$ cat src/rtl/mem_port_arbiter.sv
// Two-requester arbiter in front of a single-port, synchronous-read memory.
// Core (C) normally wins; debug (D) has a starvation bound and a locked burst mode.
module mem_port_arbiter #(
    parameter int unsigned ADDR_W   = 32,
    parameter int unsigned DATA_W   = 32,
    parameter int unsigned MAX_WAIT = 8
) (
    input  logic                  clk,
    input  logic                  rst,

    input  logic                  c_req_valid,
    output logic                  c_req_ready,
    input  logic [ADDR_W-1:0]     c_req_addr,
    input  logic [DATA_W-1:0]     c_req_wdata,
    input  logic                  c_req_we,
    input  logic [DATA_W/8-1:0]   c_req_be,
    output logic                  c_rsp_valid,
    output logic [DATA_W-1:0]     c_rsp_rdata,

    input  logic                  d_req_valid,
    output logic                  d_req_ready,
    input  logic [ADDR_W-1:0]     d_req_addr,
    input  logic [DATA_W-1:0]     d_req_wdata,
    input  logic                  d_req_we,
    input  logic [DATA_W/8-1:0]   d_req_be,
    input  logic                  d_req_lock,
    output logic                  d_rsp_valid,
    output logic [DATA_W-1:0]     d_rsp_rdata,

    output logic [ADDR_W-1:0]     mem_addr,
    output logic [DATA_W-1:0]     mem_wdata,
    output logic                  mem_we,
    output logic [DATA_W/8-1:0]   mem_be,
    input  logic [DATA_W-1:0]     mem_rdata,

    output logic                  dbg_locked
);

    localparam int unsigned WaitW = (MAX_WAIT > 0) ? $clog2(MAX_WAIT + 1) : 1;
    localparam logic [WaitW-1:0] WaitMax = WaitW'(MAX_WAIT);

    typedef enum logic [0:0] {StArb, StLock} state_e;

    state_e           state_q, state_d;
    logic [WaitW-1:0] wait_cnt_q, wait_cnt_d;
    logic             rsp_owner_c_q, rsp_owner_c_d;
    logic             rsp_owner_d_q, rsp_owner_d_d;
    logic             gnt_c, gnt_d;

    always_ff @(posedge clk or posedge rst) begin
        if (rst) begin
            state_q       <= StArb;
            wait_cnt_q    <= '0;
            rsp_owner_c_q <= 1'b0;
            rsp_owner_d_q <= 1'b0;
        end else begin
            state_q       <= state_d;
            wait_cnt_q    <= wait_cnt_d;
            rsp_owner_c_q <= rsp_owner_c_d;
            rsp_owner_d_q <= rsp_owner_d_d;
        end
    end

    // Any D grant decides the next state from its lock bit, in either state.
    always_comb begin
        state_d = state_q;
        unique case (state_q)
            StArb:   if (gnt_d && d_req_lock)  state_d = StLock;
            StLock:  if (gnt_d && !d_req_lock) state_d = StArb;
            default: state_d = StArb;
        endcase
    end

    always_comb begin
        gnt_c = 1'b0;
        gnt_d = 1'b0;
        unique case (state_q)
            StArb: begin
                gnt_d = d_req_valid & (~c_req_valid | (wait_cnt_q >= WaitMax));
                gnt_c = c_req_valid & ~gnt_d;
            end
            StLock:  gnt_d = d_req_valid;
            default: ;
        endcase
    end

    always_comb begin
        wait_cnt_d = wait_cnt_q;
        if (gnt_d) begin
            wait_cnt_d = '0;
        end else if (d_req_valid && (wait_cnt_q < WaitMax)) begin
            wait_cnt_d = wait_cnt_q + WaitW'(1);
        end
    end

    // Memory reads take one cycle, so the owner flag lines up with mem_rdata.
    always_comb begin
        rsp_owner_c_d = gnt_c;
        rsp_owner_d_d = gnt_d;
    end

    assign c_req_ready = gnt_c;
    assign d_req_ready = gnt_d;

    assign mem_addr  = gnt_d ? d_req_addr  : c_req_addr;
    assign mem_wdata = gnt_d ? d_req_wdata : c_req_wdata;
    assign mem_be    = gnt_d ? d_req_be    : c_req_be;
    assign mem_we    = (gnt_c & c_req_we) | (gnt_d & d_req_we);

    assign c_rsp_valid = rsp_owner_c_q;
    assign d_rsp_valid = rsp_owner_d_q;
    assign c_rsp_rdata = mem_rdata;
    assign d_rsp_rdata = mem_rdata;

    assign dbg_locked = (state_q == StLock);

endmodule

$ cat config.mk
export PLATFORM = sky130hd
export DESIGN_NAME = mem_port_arbiter
export DESIGN_NICKNAME = d
export VERILOG_FILES = /design/src/rtl/mem_port_arbiter.sv
export SDC_FILE = /design/constraint.sdc
export NUM_CORES = 1
export LEC_CHECK = 0
export CAP_MARGIN = 40
export CORE_AREA = 2 2 122 124
export DETAILED_ROUTE_END_ITERATION = 6
export DIE_AREA = 0 0 124 126
export DONT_BUFFER_PORTS = 1
export GPL_ROUTABILITY_DRIVEN = 0
export PLACE_DENSITY = 0.3
export SETUP_SLACK_MARGIN = 0.3
export SYNTH_ARGS = -nofsm -noshare
export SYNTH_HDL_FRONTEND = slang
export SYNTH_SLANG_ARGS = --single-unit
$ cat constraint.sdc
create_clock -name clk -period 1.6 [get_ports clk]
set_clock_uncertainty 0.2 [all_clocks]
set_input_delay 0.16 -clock clk [delete_from_list [all_inputs] [get_ports clk]]
set_output_delay 0.16 -clock clk [all_outputs]
set_load 0.005 [all_outputs]
==> impl_metrics.tcl <==
set metrics [dict create \
    ys_warn_count 0 \
    layout-drive-gt1-share 0.793 \
    intPower_w 0.000885 \
    n_fill_cell 1594 \
    clockPowerShare 0.350 \
    worst_slack_ps -400 \
    cts.clk_slew.worst_paths_ps 40 \
    critPathSlowestCell "dfrtp_1" \
    hold_viol 1 \
    grt_antenna_before_repair 0 \
    hold_depth 3 \
    yosysUniqueCellTypes 23 \
    worstPathCellList "nand2b_4 > o21ai_4 > buf_12 > buf_16 > mux2_2" \
    synth_seq_cells 7 \
    nets 299 \
    setup_tns_ps -25860 \
    drv_cap 0 \
    slowest_delay_ps 370 \
    htreeDepth 1 \
    power_frac_seq 0.168 \
    track_usage 0.0590 \
    post_dp_cell_area_sq_um 1440 \
    hold_path_class "primary input to flop" \
    fin_total_pwr_w 0.00123 \
    min_from "c_req_valid" \
    num_rows 44 \
    die_area_sq_um 15600 \
    maxSlewViolCount 0 \
    failed_checks "negative hold slack, negative setup slack" \
    max_slew_margin 0.785 \
    cts_tree "yes" \
    initial_utilization 0.118 \
    final_util 0.137 \
    critPathRequiredTime_ps 1240 \
    criticalPathCategory "flop to output port" \
    num_antenna_cells 0 \
    r2r_cells 6 \
    core_area_sq_um 14300 \
    ant_nets 0 \
    tightest_slew_ps 323 \
    reg2reg_slack_ps -30 \
    leakagePower_nw 0.900 \
    synthesis.instances 170 \
    clock-root-buffer "clkbuf_16" \
    max_freq_mhz 500 \
    holdWs_ps -16.2 \
    avgSynthCellArea_sq_um 9.96 \
    min_to "c_rsp_valid" \
    dp_hpwl_um 4220 \
    grt_overflow_total 0 \
    area_delta_synth_final_pct 16.2 \
    port_buffers 0 \
    swShare 0.280 \
    vdd_drop_max_mv 0.266 \
    crit_path_end_kind "output port" \
    wl_per_cell_um 19.8 \
    fin_area_sq_um 1970 \
    synth.cell_area_sq_um 1690 \
    cts_num_sinks 7 \
    period_share 1.25 \
    fp.dieW_um 124 \
    powerDensity_nw_per_um2 625 \
    hold_buffers 3 \
    clk_latency_ps 230 \
    grt_max_degree 25 \
    via_count 1066 \
    drt_iter0_drc 26 \
    die_height_um 126 \
    viasPerCell 3.50 \
    synth_seq_area_share 0.103 \
    ios 313 \
    wirelength_um 6050 \
    synthesis.nets 347 \
    status "finished with violations" \
    crit_fanout 12 \
    cp-start-kind "flop" \
    worst_ep_arrival_time_ps 1640 \
    cts_buffer_depth 2 \
    fin_crit_ps 2000 \
    numCtsBuffers 3 \
    remaining_drc_errors 0 \
    rsz0062_at_grt "yes" \
    dr.pass1.iters 2 \
    setup_viol 72 \
    grt_pass1_wl_um 6510 \
    grt_pass1_vias 1022 \
    combPwrFrac 0.482 \
    p_sw_w 0.000345 \
]
synthesized netlist by cell type, drive strengths merged:
cell    instances  area, sq um
nor3b           1         7.51
nand3           1         5.00
nor2            1         3.75
mux2i           1         10.0
buf            72          549
a21oi           1         5.00
a22o            2         17.5
a41oi           1         8.76
inv             5         18.8
nand2           1         3.75
ha              2         25.0
nand2b          2         20.0
o21ai           4         31.3
nor4b           1         8.76
dfrtp           7          175
mux2           68          803
power groups by stage:
stage | Sequential (W) | Clock, W | Combinational [W]
global route | 0.000208 | 0.000456 | 0.000639
detailed placement | 0.000205 | 0 | 0.000395
global placement | 0.000205 | 0 | 0.000396
finish | 0.000206 | 0.000430 | 0.000593
floorplan | 0.000203 | 0 | 0.000465
CTS | 0.000203 | 0.000439 | 0.000501
cell type report:
class                   instances  area (sq um)  area share
flip-flops and latches          7           176      0.0897
multi-input cells              86          1150       0.587
inverters                       5          18.8     0.00954
clock buffers                   4          78.8      0.0401
repair buffers                 19           309       0.157
well taps                     184           230       0.117
timing repair:
item	CTS	global route
pin swaps	2	3
hold endpoints to repair	13	1
cloned	2	4
gates resized for setup	29	31
setup buffers	1	3
endpoints found under the setup margin	77	77
metal layers:
layer	track usage	share of wire	routed length, um	vias up
met4	0.0218	0.017	103	0
met3	0.0127	0.10	605	18
li1	-	-	-	430
met5	0	0	0	-
met2	0.107	0.55	3340	129
met1	0.0669	0.33	2000	489
metrics by stage:
stage / instances / setup WS [ps] / hold WS, ps
floorplan: 170 / -117 / -237
global placement: 288 / -181 / -194
detailed placement: 288 / -200 / -190
CTS: 298 / -418 / -73.2
global route: 305 / -458 / -12.5
finish: 305 / -400 / -16.2
cell usage in the layout (no fill, tap or decap), types with 2 or more instances in the layout:
cell type / count
buf_4: 6
clkbuf_16: 6
inv_1: 3
inv_2: 2
dlygate4sd3_1: 2
mux2_2: 17
a22o_1: 2
o21ai_1: 2
mux2_4: 51
buf_16: 4
dfrtp_1: 6
logic make-up (layout without fill, tap and decap cells):
group                    after synthesis  in the layout  share of synthesized area
AND/OR/NAND/NOR                        7              7                     0.0288
flip-flops                             7              7                      0.103
adder cells (fa/ha/maj)                2              2                     0.0148
AO/OA/AOI/OAI                          8              8                     0.0370
multiplexers                          69             69                      0.480
buffers and inverters                 77             28                      0.336
critical path: cells and delay by family (launching register included):
family | cells | cell delay (ps)
flip-flops | 1 | 370
buffers and inverters | 2 | 360
multiplexers | 1 | 360
AO/OA/AOI/OAI | 1 | 160
AND/OR/NAND/NOR | 1 | 150
worst max path at each step:
stage / end
floorplan: mem_wdata[19]
global placement: mem_wdata[18]
CTS: mem_wdata[0]
global route: mem_addr[24]
finish: mem_wdata[0]
detailed placement: mem_wdata[18]
Power figures use the tool's default switching activity.
